**src/rtl/ddr5_phy_wrdata_dqs_gen.sv**
```systemverilog
// ddr5_phy_wrdata_dqs_gen: fixed-latency write data path with DQS preamble/postamble sequencing
module ddr5_phy_wrdata_dqs_gen #(
    parameter int pDRAM_SIZE = 4
) (
    input  logic                    clk_i,
    input  logic                    rst_i,
    input  logic                    enable_i,
    input  logic                    dfi_wrdata_en_i,
    input  logic [2*pDRAM_SIZE-1:0] dfi_wrdata_i,
    input  logic [pDRAM_SIZE/4-1:0] dfi_wrdata_mask_i,
    input  logic [1:0]              pre_len_i,
    input  logic                    post_len_i,
    output logic [2*pDRAM_SIZE-1:0] dq_o,
    output logic [pDRAM_SIZE/4-1:0] dm_o,
    output logic                    dq_oe_o,
    output logic [1:0]              dqs_o,
    output logic                    dqs_oe_o,
    output logic                    burst_err_o
);
    localparam int DW = 2*pDRAM_SIZE;
    localparam int MW = pDRAM_SIZE/4;
    localparam logic [1:0] IDLE = 2'd0, PRE = 2'd1, DATA = 2'd2, POST = 2'd3;
    logic [3:0] en_q, en_d;
    logic [3:0][DW-1:0] dat_q, dat_d;
    logic [3:0][MW-1:0] msk_q, msk_d;
    logic [1:0] state_q, state_d, pcnt_q, pcnt_d, pre_q, pre_d, dqs_q, dqs_d;
    logic post_q, post_d, dq_oe_q, dq_oe_d, dqs_oe_q, dqs_oe_d, err_q, err_d;
    logic [2:0] cnt_q, cnt_d, gap_len;
    logic [DW-1:0] dq_q, dq_d;
    logic [MW-1:0] dm_q, dm_d;
    logic [1:0] p_in;
    logic start, seam, burst_end, go_pre;
    // stage k of en_q holds the enable sampled k+1 edges ago; a preamble of P starts when stage 3-P sees the burst
    always_comb begin
        en_d = {en_q[2:0], dfi_wrdata_en_i};
        dat_d = {dat_q[2:0], dfi_wrdata_i};
        msk_d = {msk_q[2:0], dfi_wrdata_mask_i};
        p_in = (pre_len_i == 2'b00) ? 2'd1 : (pre_len_i == 2'b01) ? 2'd2 : 2'd3;
        start = (p_in == 2'd1) ? en_q[2] : (p_in == 2'd2) ? en_q[1] : en_q[0];
        gap_len = {1'b0, pre_q} + {2'b00, post_q};
        seam = (gap_len >= 3'd2 && en_q[2]) || (gap_len >= 3'd3 && en_q[1]) || (gap_len >= 3'd4 && en_q[0]);
        burst_end = state_q == DATA && !en_q[3] && dq_oe_q;
        go_pre = 1'b0;
        state_d = state_q;
        case (state_q)
            IDLE: go_pre = start;
            PRE: state_d = (pcnt_q == 2'd0) ? DATA : PRE;
            DATA: if (!en_q[3] && !seam) begin
                state_d = post_q ? POST : IDLE;
                go_pre = !post_q && start;
            end
            default: begin
                state_d = IDLE;
                go_pre = start;
            end
        endcase
        pcnt_d = (state_q == PRE && pcnt_q != 2'd0) ? pcnt_q - 2'd1 : pcnt_q;
        pre_d = go_pre ? p_in : pre_q;
        post_d = go_pre ? post_len_i : post_q;
        pcnt_d = go_pre ? p_in - 2'd1 : pcnt_d;
        state_d = go_pre ? PRE : state_d;
        cnt_d = burst_end ? 3'd0 : (state_d == DATA && en_q[3]) ? cnt_q + 3'd1 : cnt_q;
        err_d = burst_end && cnt_q != 3'd0;
        dqs_oe_d = state_d != IDLE;
        dqs_d = (state_d == DATA || (state_d == PRE && pcnt_d == 2'd0)) ? 2'b01 : 2'b00;
        dq_oe_d = state_d == DATA && en_q[3];
        dq_d = (state_d == DATA) ? dat_q[3] : '0;
        dm_d = (state_d == DATA) ? msk_q[3] : '0;
        if (!enable_i) begin
            en_d = '0;
            dat_d = '0;
            msk_d = '0;
            state_d = IDLE;
            pcnt_d = '0;
            pre_d = '0;
            post_d = 1'b0;
            cnt_d = '0;
            err_d = 1'b0;
            dqs_oe_d = 1'b0;
            dqs_d = '0;
            dq_oe_d = 1'b0;
            dq_d = '0;
            dm_d = '0;
        end
    end
    always_ff @(posedge clk_i or negedge rst_i) begin
        if (!rst_i) begin
            en_q <= '0;
            dat_q <= '0;
            msk_q <= '0;
            state_q <= IDLE;
            pcnt_q <= '0;
            pre_q <= '0;
            post_q <= 1'b0;
            cnt_q <= '0;
            err_q <= 1'b0;
            dqs_oe_q <= 1'b0;
            dqs_q <= '0;
            dq_oe_q <= 1'b0;
            dq_q <= '0;
            dm_q <= '0;
        end else begin
            en_q <= en_d;
            dat_q <= dat_d;
            msk_q <= msk_d;
            state_q <= state_d;
            pcnt_q <= pcnt_d;
            pre_q <= pre_d;
            post_q <= post_d;
            cnt_q <= cnt_d;
            err_q <= err_d;
            dqs_oe_q <= dqs_oe_d;
            dqs_q <= dqs_d;
            dq_oe_q <= dq_oe_d;
            dq_q <= dq_d;
            dm_q <= dm_d;
        end
    end
    assign dq_o = dq_q;
    assign dm_o = dm_q;
    assign dq_oe_o = dq_oe_q;
    assign dqs_o = dqs_q;
    assign dqs_oe_o = dqs_oe_q;
    assign burst_err_o = err_q;
endmodule

```
**config.mk**
```make
export PLATFORM = sky130hd
export DESIGN_NAME = ddr5_phy_wrdata_dqs_gen
export DESIGN_NICKNAME = d
export VERILOG_FILES = /design/src/rtl/ddr5_phy_wrdata_dqs_gen.sv
export SDC_FILE = /design/constraint.sdc
export NUM_CORES = 1
export LEC_CHECK = 0
export CAP_MARGIN = 20
export CORE_AREA = 8 8 111 113
export CTS_BUF_LIST = sky130_fd_sc_hd__clkbuf_8
export DETAILED_ROUTE_END_ITERATION = 16
export DIE_AREA = 0 0 119 121
export PLACE_DENSITY_LB_ADDON = 0.3
export RECOVER_POWER = 50
export SETUP_SLACK_MARGIN = 0.4
export SLEW_MARGIN = 10
export SYNTH_ARGS = -nofsm -noshare
export SYNTH_HDL_FRONTEND = slang
export SYNTH_SLANG_ARGS = --single-unit
```
**constraint.sdc**
```tcl
create_clock -name clk_i -period 3.1 [get_ports clk_i]
set_input_delay 0.31 -clock clk_i [delete_from_list [all_inputs] [get_ports clk_i]]
set_output_delay 0.31 -clock clk_i [all_outputs]
set_load 0.03 [all_outputs]
```
### After elaboration in Yosys (flattened, before gate mapping)

Index checks and enable logic that the tools add are counted.

| storage, ports and cells | value |
|---|---|
| bits in registers | 64 |
| input bits | 16 |
| output and inout port bits | 14 |
| word-level logic and storage cells | 94 |

| cells by class | value |
|---|---|
| order comparisons | 3 |
| reductions and logical operators | 24 |
| muxes and demuxes | 34 |
| equal/unequal tests | 9 |
| add/sub/neg operators | 4 |

Operator list:

| cell | number |
|---|---|
| 2-to-1 mux 32 bit | 1 |
| 2-to-1 mux 2 bit | 11 |
| 2-to-1 mux 8 bit | 2 |
| 2-to-1 mux 1 bit | 13 |
| logical AND 1 bit | 11 |
| 2-to-1 mux 3 bit | 3 |
| equality test 2 x 1 -> 1 bit, second input constant | 4 |
| zero test 2 bit | 4 |
| 2-to-1 mux 4 bit | 2 |
| equality test 2 bit, second input constant | 3 |
| >= comparator 3 x 2 -> 1 bit, second input constant | 2 |
| one-hot mux 2 bit (3 select lines) | 1 |
| nonzero test 2 bit | 2 |
| subtractor 2 x 1 -> 2 bit, second input constant | 2 |
| adder 2 x 1 -> 3 bit | 1 |
| adder 3 x 1 -> 3 bit, second input constant | 1 |
| >= comparator 3 bit, second input constant | 1 |
| zero test 1 bit | 3 |
| logical OR 1 bit | 3 |
| != test 3 x 1 -> 1 bit, second input constant | 1 |
| nonzero test 3 bit | 1 |
| != test 2 x 1 -> 1 bit, second input constant | 1 |
| one-hot mux 1 bit (2 select lines) | 1 |

### Logic depth before layout (Yosys ltp)

Gate-level depths: netlist of run 1.

| depth | value |
|---|---|
| word-level depth | 15 |
| mapped depth | 10 |
| depth with buffers taken out | 9 |

### Worst setup path before layout of run 1

No wires, ideal clock.

| path | value |
|---|---|
| path kind | reg2reg |
| start | register post_q |
| end | register cnt_q[2] |
| cell stages (with the launch flop) | 10 |
| buffers on the path | 0 |
| data required time | 3.022 ns |
| library setup time | 0.078 ns |
| arrival | 2.386 ns |
| path slack | 0.636 ns |
| period minus slack after synthesis | 2.464 ns |
| cells stage by stage | dfrtp_1 > ha_1 > inv_1 > ha_1 > a22o_1 > a2111oi_4 > nand3_1 > a311o_1 > or3_1 > a21boi_1 |

| on the way | value |
|---|---|
| cells in the longest elaborated chain, start to end | 13 |
| elaborated cells between the ends (all ways) | 22 |
| classes of those cells | add/sub (1); order compare (3); eq/ne (2); mux (6); reduce/logical (10) |

RTL lines:

| element | RTL line | text |
|---|---|---|
| start, declared | 27 | `logic post_q, post_d, dq_oe_q, dq_oe_d, dqs_oe_q, dqs_oe_d, err_q, err_d;` |
| start signal, assigned | 109 | `post_q <= post_d;` |
| adder 2 x 1 -> 3 bit | 40 | `gap_len = {1'b0, pre_q} + {2'b00, post_q};` |
| >= comparator 3 x 2 -> 1 bit | 41 | `seam = (gap_len >= 3'd2 && en_q[2]) \|\| (gap_len >= 3'd3 && en_q[1]) \|\| (gap_len >= 3'd4 && en_q[0]);` |
| logical AND 1 bit | 41 |  |
| logical OR 1 bit (2 in series) | 41 |  |
| zero test 1 bit | 48 | `DATA: if (!en_q[3] && !seam) begin` |
| logical AND 1 bit | 48 |  |
| 2-to-1 mux 2 bit / 2-to-1 mux 1 bit (equally long branches) | 48 |  |
| one-hot mux 2 bit (3 select lines) / one-hot mux 1 bit (2 select lines) (equally long branches) | 45 | `case (state_q)` |
| 2-to-1 mux 2 bit (*) | 61 | `state_d = go_pre ? PRE : state_d;` |
| equality test 2 bit (*) | 62 | `cnt_d = burst_end ? 3'd0 : (state_d == DATA && en_q[3]) ? cnt_q + 3'd1 : cnt_q;` |
| logical AND 1 bit (*) | 62 |  |
| != test 3 x 1 -> 1 bit (no line) (*) | n/a |  |
| end signal, assigned | 110 | `cnt_q <= cnt_d;` |
| end, declared | 28 | `logic [2:0] cnt_q, cnt_d, gap_len;` |

Mark *: on every way between the ends. The rest lies on a longest branch, timed or not.
A chain may end at the register's enable or synchronous reset.

### Final worst setup path of run 1

Ends and elaborated chain as after synthesis.

==> run summary, run 1 <==
status: finished, violations left
failing checks: max-capacitance violations, max-slew violations
worst skew pair latency: 0.34 ns
Mapped Area: 2460 um2
flop2flop setup slack: 0.54 ns
Final Cell Area: 3100 um2
Num CTS Buffers: 9
CP Capture Type: flip-flop
Pre-antenna DRT Iters: 4
Sink Count: 63
number of synthesized register bits: 63
1st-iter DRT viols: 45
die area: 14400 um2
maximum number of pins on one net before global-route repair: 41
gr usage total: 0.0652
Antenna Nets Post-Route: 0
# DRC: 0
Die Y-Extent: 121 um
IO Port Bufs: 28
Clk pin slew, worst setup/hold paths: 0.08 ns
Post-Place Cells: 363
f_max: 391 MHz
Setup TNS: 0 ns
Core Util, Final: 0.293
area leader, netlist: dfrtp_1
Yosys cell types: 37
DIE WIDTH: 119 um
HPWL Detailed: 2.90 mm
final slew viol count: 29
Pwr Total: 1.67 mW
CTS max path bufs: 2
number of global-route vias before repair: 1486
Setup crit start: post_q$_DFFE_PN0P_
first-pass GRT wire length: 7.32 mm
GPL Wtd Cong: 0.756
power per standard cell area: 537 nW/um2
synthesis-to-finish area growth: 25.9%
Wirelength per Cell: 11.3 um
Layout fillers: 1094
DR vias/cell: 3.73
NetSw: 433 uW
sw frac: 0.260
WS Path Type: reg -> reg
routed vias: 1421
P_leak: 1.41 nW
RR Startpoint: post_q$_DFFE_PN0P_
clk_skew: 0.0119 ns
maximum vdd drop: 0.156 mV
Final Hold Viols: 0
Avg Inst Size Synth: 12.3 um2
# diodes: 0
sequential share of the synthesized area: 0.640
Placed Instance Area: 2910 um2
TritonCTS clock tree: done
CORE AREA: 10600 um2
IO Count: 30
Std-Cell Rows: 38
reg2reg path depth: 9
critical path required time: 3.36 ns
Ys Warns: 0
fin crit share: 0.826
combinational power share: 0.095
startpoint types: flip-flop
Syn Nets: 226
count of non-filler cells in the finished layout: 381
synth top area cells: dfrtp_1 (64%), and2_1 (13%), ha_1 (5.1%)
P_int: 1.23 mW
initial antenna violation count: 0
clock share of power: 0.386
number of H-tree levels: 3
crit path capture: cnt_q[2]$_DFFE_PN0P_
setup violators final: 0
layout cells sized above 1: 0.112
Least-Margin Pin Slew: 1.54 ns
max-cap viol count: 1
total grt overflow: 0
Nets: 262
Slew headroom: -0.0255
Post-Syn Instances: 200
Hold WC Path Type: in -> async
Worst R2R End: cnt_q[2]$_DFFE_PN0P_
crit path DAT: 2.82 ns
Routed WL: 4.30 mm
RSZ-0062 raised after global routing: false
top cell type's share of synthesized area: 0.640
post-layout min period: 2.56 ns
CTS root buffer: clkbuf_8
maximum fanout along the worst path: 8
Flop pwr share: 0.519
initial core utilization: 0.232
stage by stage:
step / hold WS, ns / setup WS [ns]
after floorplan: 0.0144 / 0.636
after global placement: 0.393 / 0.488
after detailed placement: 0.398 / 0.433
after CTS: 0.0187 / 0.409
after global routing: 0.459 / 0.374
final: 0.332 / 0.540
critical path: stages (launching register included):
cell and delay (ns):
dfrtp_2 0.43, ha_1 0.18, inv_1 0.05, ha_1 0.21
a22o_1 0.22, a2111oi_4 0.34, nand3_1 0.12, a311o_2 0.48
or3_1 0.32, a21boi_1 0.13
final cells by class:
class / instances / area [um2] / area share
clock buffers: 10 / 138 / 0.0443
clock inverters: 6 / 46.3 / 0.0149
inverters: 11 / 41.3 / 0.0133
multi-input cells: 119 / 828 / 0.267
flip-flops and latches: 63 / 1580 / 0.508
well taps: 140 / 175 / 0.0564
repair buffers: 32 / 298 / 0.0959
worst min-delay path by stage:
stage / from / cells after the start / end
floorplan: rst_i / 0 / burst_err_o$_DFF_PN0_
global placement: rst_i / 1 / pre_q[1]$_DFFE_PN0P_
detailed placement: rst_i / 1 / pre_q[1]$_DFFE_PN0P_
CTS: rst_i / 1 / pcnt_q[0]$_DFF_PN0_
global route: dat_q[27]$_DFF_PN0_ / 1 / dq_o[3]$_DFF_PN0_
finish: rst_i / 1 / pcnt_q[0]$_DFF_PN0_
power groups by stage:
| stage | clock [mW] | sequential, mW | combinational (mW) |
|---|---|---|---|
| after floorplan | 0 | 0.889 | 0.0756 |
| after global placement | 0 | 0.881 | 0.155 |
| after detailed placement | 0 | 0.881 | 0.156 |
| after CTS | 0.666 | 0.865 | 0.156 |
| after global routing | 0.703 | 0.868 | 0.181 |
| final | 0.642 | 0.865 | 0.158 |
layer usage:
layer	up-vias	routed length (um)	global-route usage
met1	667	2110	0.0797
met2	28	1900	0.0948
met5	-	0	0
met4	0	141	0.0498
met3	10	145	0.0200
li1	716	-	-
sequential cells by signal (all words and copies together), names as in the netlist:
register	count
burst_err_o	1
dq_o	8
post_q	1
dm_o	1
dat_q	32
en_q	4
dq_oe_o	1
dqs_oe_o	1
dqs_o	1
msk_q	4
pre_q	2
cnt_q	3
pcnt_q	2
state_q	2
repair_timing:
| action | in CTS | in global routing |
|---|---|---|
| resized for setup | 0 | 5 |
| endpoints found under the setup margin | 0 | 14 |
| setup buffers | 0 | 2 |
| hold buffers | 0 | 0 |
cell usage after synthesis:
cell type,instances
or3_1,1
nor3_1,2
buf_2,1
clkbuf_1,5
o2111ai_1,1
and2_1,50
mux2_2,1
buf_4,1
o31ai_1,1
a211oi_1,1
a311o_1,1
a21oi_1,2
dfrtp_1,63
o21ai_0,7
nor2_1,8
xnor2_1,1
and4_1,1
a21boi_1,1
conb_1,1
o22ai_1,1
mux2i_1,4
a21boi_0,1
a22oi_1,1
a22o_1,1
nor2b_1,2
ha_1,10
nand2b_1,1
nand3b_1,3
and3_1,1
o2bb2ai_1,1
nand4_1,1
clkinv_1,1
nand2_1,7
inv_1,10
nand3_1,4
or2_2,1
a2111oi_4,1
kinds of logic (layout without fill, tap and decap cells):
kind of cell,Yosys count,after routing,synth area share
flops,63,63,0.640
other cells,1,1,0.00152
xor+xnor,1,1,0.00355
fa+ha+maj,10,10,0.0508
compound gates,20,20,0.0619
buf+inv,18,59,0.0294
simple gates,82,82,0.192
mux,5,5,0.0208
cell usage in the layout (no fill, tap or decap), types with 4 or more instances in the layout:
master	netlist	layout
ha_1	10	10
nand3_1	4	4
o21ai_0	7	7
inv_1	10	10
dfrtp_1	63	62
nor2_1	8	6
clkbuf_8	0	10
mux2i_1	4	4
and2_1	50	49
nand2_1	7	7
clkdlybuf4s50_1	0	26
(Power assumes the default switching activity.)
==> inputs of run 2 (changes only) <==
==> constraint.sdc (replaced) <==
create_clock -name clk_i -period 2.3 [get_ports clk_i]
set_input_delay 0.23 -clock clk_i [delete_from_list [all_inputs] [get_ports clk_i]]
set_output_delay 0.23 -clock clk_i [all_outputs]
set_load 0.03 [all_outputs]
==> run 2 against run 1 <==
  * The run ends with negative setup slack left
  * Combinational power grew 90%
  * Sequential share of layout area shrank 4.9 points
  * Global-route usage grew 0.62 points
  * Maximum frequency grew 4.8%
  * Critical path depth shrank 1
  * Register-to-register slack lost 0.68 ns
  * Largest power group unchanged
  * Utilization grew 3.1 points
  * Clock skew shrank 0.0068 ns
  * Via count grew 6.0%
==> run summary, run 2 (synthesized netlist as in run 1, its figures left out) <==
status: finished, violations left
failing checks: negative setup slack
Core Util, Final: 0.324 (+0.0308)
Antenna Nets Post-Route: 0 (unchanged)
maximum number of pins on one net before global-route repair: 55 (+34%)
FF+latch area: 1580 um2 (about the same)
Num CTS Buffers: 9 (unchanged)
# DRC: 0 (unchanged)
commonest non-fill, non-tap cell in the layout: dfrtp_1
Wirelength per Cell: 11.5 um (+1.7%)
Hold WC Path Type: in -> async
IO Count: 30 (unchanged)
Pwr Total: 2.55 mW (+53%)
setup violators final: 17 (+17)
1st-iter DRT viols: 66 (+47%)
DIE WIDTH: 119 um (unchanged)
synthesis-to-finish area growth: 39.2%
Placed Instance Area: 3000 um2 (+2.9%)
Final Cell Area: 3430 um2 (+11%)
fin crit share: 1.06 (+0.236)
TritonCTS clock tree: done
Setup TNS: -1.22 ns (-1.22 ns)
gr usage total: 0.0714 (+0.00621)
Layout fillers: 1051 (-3.9%)
IO Port Bufs: 28 (unchanged)
maximum vdd drop: 0.222 mV (+43%)
number of H-tree levels: 3 (unchanged)
Least-Margin Pin Slew: 1.19 ns (-0.343 ns)
Worst R2R End: cnt_q[2]$_DFFE_PN0P_
worst skew pair latency: 0.34 ns (about the same)
maximum fanout along the worst path: 7 (-1)
Post-Place Worst Slack: -0.257 ns (-0.690 ns)
final slew viol count: 0 (-100%)
power per standard cell area: 743 nW/um2 (+39%)
flop2flop setup slack: -0.14 ns (-0.68 ns)
most frequent cells in the layout: dfrtp_1 (63), and2_1 (43), clkdlybuf4s50_1 (27)
HPWL Detailed: 2.87 mm (-0.89%)
number of global-route vias before repair: 1683 (+13%)
Largest Register: dat_q
Final Hold Viols: 0 (unchanged)
RSZ-0062 raised after global routing: true
clk_skew: 0.00506 ns (-0.00682 ns)
Multi-input gate area: 935 um2 (+13%)
WS Path Type: reg -> reg
GPL Wtd Cong: 0.806 (+6.6%)
count of non-filler cells in the finished layout: 400 (+5.0%)
max FFs per register: 32 (unchanged)
# diodes: 0 (unchanged)
Std-Cell Rows: 38 (unchanged)
layout cells sized above 1: 0.258 (+0.146)
reg2reg path depth: 8 (-1)
final setup margin: -0.142 ns (-0.682 ns)
CTS root buffer: clkbuf_8
Post-Place Cells: 374 (+3.0%)
critical path required time: 2.57 ns (-0.79 ns)
Pre-antenna DRT Iters: 4 (unchanged)
first-pass GRT wire length: 8.08 mm (+10%)
routed vias: 1506 (+6.0%)
Die Y-Extent: 121 um (unchanged)
Slew headroom: 0.204 (+0.229)
Clk pin slew, worst setup/hold paths: 0.07 ns (about the same)
crit path DAT: 2.71 ns (-0.11 ns)
CP Capture Type: flip-flop
CORE AREA: 10600 um2 (unchanged)
DR vias/cell: 3.77 (+0.95%)
Hold Worst Slack: 0.363 ns (+0.0309 ns)
CTS max path bufs: 2 (unchanged)
Nets: 281 (+7.3%)
total grt overflow: 0 (unchanged)
P_leak: 1.57 nW (+11%)
Routed WL: 4.59 mm (+6.7%)
f_max: 409 MHz (+4.8%)
post-layout min period: 2.44 ns (-0.118 ns)
die area: 14400 um2 (unchanged)
RR Startpoint: pre_q[0]$_DFFE_PN0P_
initial core utilization: 0.232 (unchanged)
initial antenna violation count: 0 (unchanged)
startpoint types: flip-flop
Setup crit start: pre_q[0]$_DFFE_PN0P_
crit path capture: cnt_q[2]$_DFFE_PN0P_
Sink Count: 63 (unchanged)
max-cap viol count: 0 (-1)
==> run 2: changes by cell type in the layout (fill, tap and decap cells not counted), sizes merged <==
cell           change
buf               +20
bufinv             +2
clkbuf             -2
clkdlybuf4s50      +1
clkinv             -3
inv                +1
==> run 2: where the power goes <==
group / leakage [nW] / switching (mW) / total [mW] / internal, mW
Combinational: 0.602 / 0.153 / 0.300 / 0.146
Clock: 0.109 / 0.441 / 1.09 / 0.645
Sequential: 0.857 / 0.0174 / 1.16 / 1.15
==> run 2: worst max-delay path, stage by stage (launching register included) <==
cell and delay [ns]:
dfrtp_1 0.40, buf_6 0.12, ha_1 0.29, a22o_4 0.24, a2111oi_4 0.30, nand3_1 0.13
a311o_2 0.43, or3_1 0.33, a21boi_1 0.12
==> run 2: layout make-up <==
type	count	share of cell area
Timing Repair Buffer	51	0.138
Sequential cell	63	0.460
Clock buffer	10	0.0401
Inverter	11	0.0120
Tap cell	140	0.0511
Clock inverter	6	0.0270
Multi-Input combinational cell	119	0.272
==> run 2: how the worst min path moves through the flow <==
stage                            end
6_report          dat_q[6]$_DFF_PN0_
5_1_grt           dat_q[1]$_DFF_PN0_
4_1_cts           dat_q[6]$_DFF_PN0_
3_5_place_dp      dat_q[4]$_DFF_PN0_
3_3_place_gp      dat_q[4]$_DFF_PN0_
2_1_floorplan  burst_err_o$_DFF_PN0_
==> run 2: metal layers <==
layer,global-route usage,vias up,wire (um),share of wire
li1,-,757,-,-
met1,0.0856,706,2170,0.47
met2,0.105,33,2100,0.46
met3,0.0256,10,181,0.039
met4,0.0506,0,133,0.029
met5,0,-,0,0
==> run 2: repair_timing <==
| item | in CTS | in global routing |
|---|---|---|
| hold buffers | 1 | 0 |
| resized for setup | 34 | 6 |
| gates cloned | 1 | 0 |
| pin swaps | 16 | 1 |
| endpoints found under the hold margin | 9 | 0 |
| setup buffers | 8 | 0 |
| setup endpoints to repair | 22 | 22 |
==> inputs of run 3 (changes only) <==
--- a/config.mk
+++ b/config.mk
@@ -5,7 +5,6 @@
 export SDC_FILE = /design/constraint.sdc
 export NUM_CORES = 1
 export LEC_CHECK = 0
-export CAP_MARGIN = 20
 export CORE_AREA = 8 8 111 113
 export CTS_BUF_LIST = sky130_fd_sc_hd__clkbuf_8
 export DETAILED_ROUTE_END_ITERATION = 16
@@ -13,7 +12,7 @@
 export PLACE_DENSITY_LB_ADDON = 0.3
 export RECOVER_POWER = 50
 export SETUP_SLACK_MARGIN = 0.4
-export SLEW_MARGIN = 10
+export SLEW_MARGIN = 20
 export SYNTH_ARGS = -nofsm -noshare
 export SYNTH_HDL_FRONTEND = slang
 export SYNTH_SLANG_ARGS = --single-unit
==> results of run 3 <==
Final layout, timing and power as in run 2 (identical DEF).
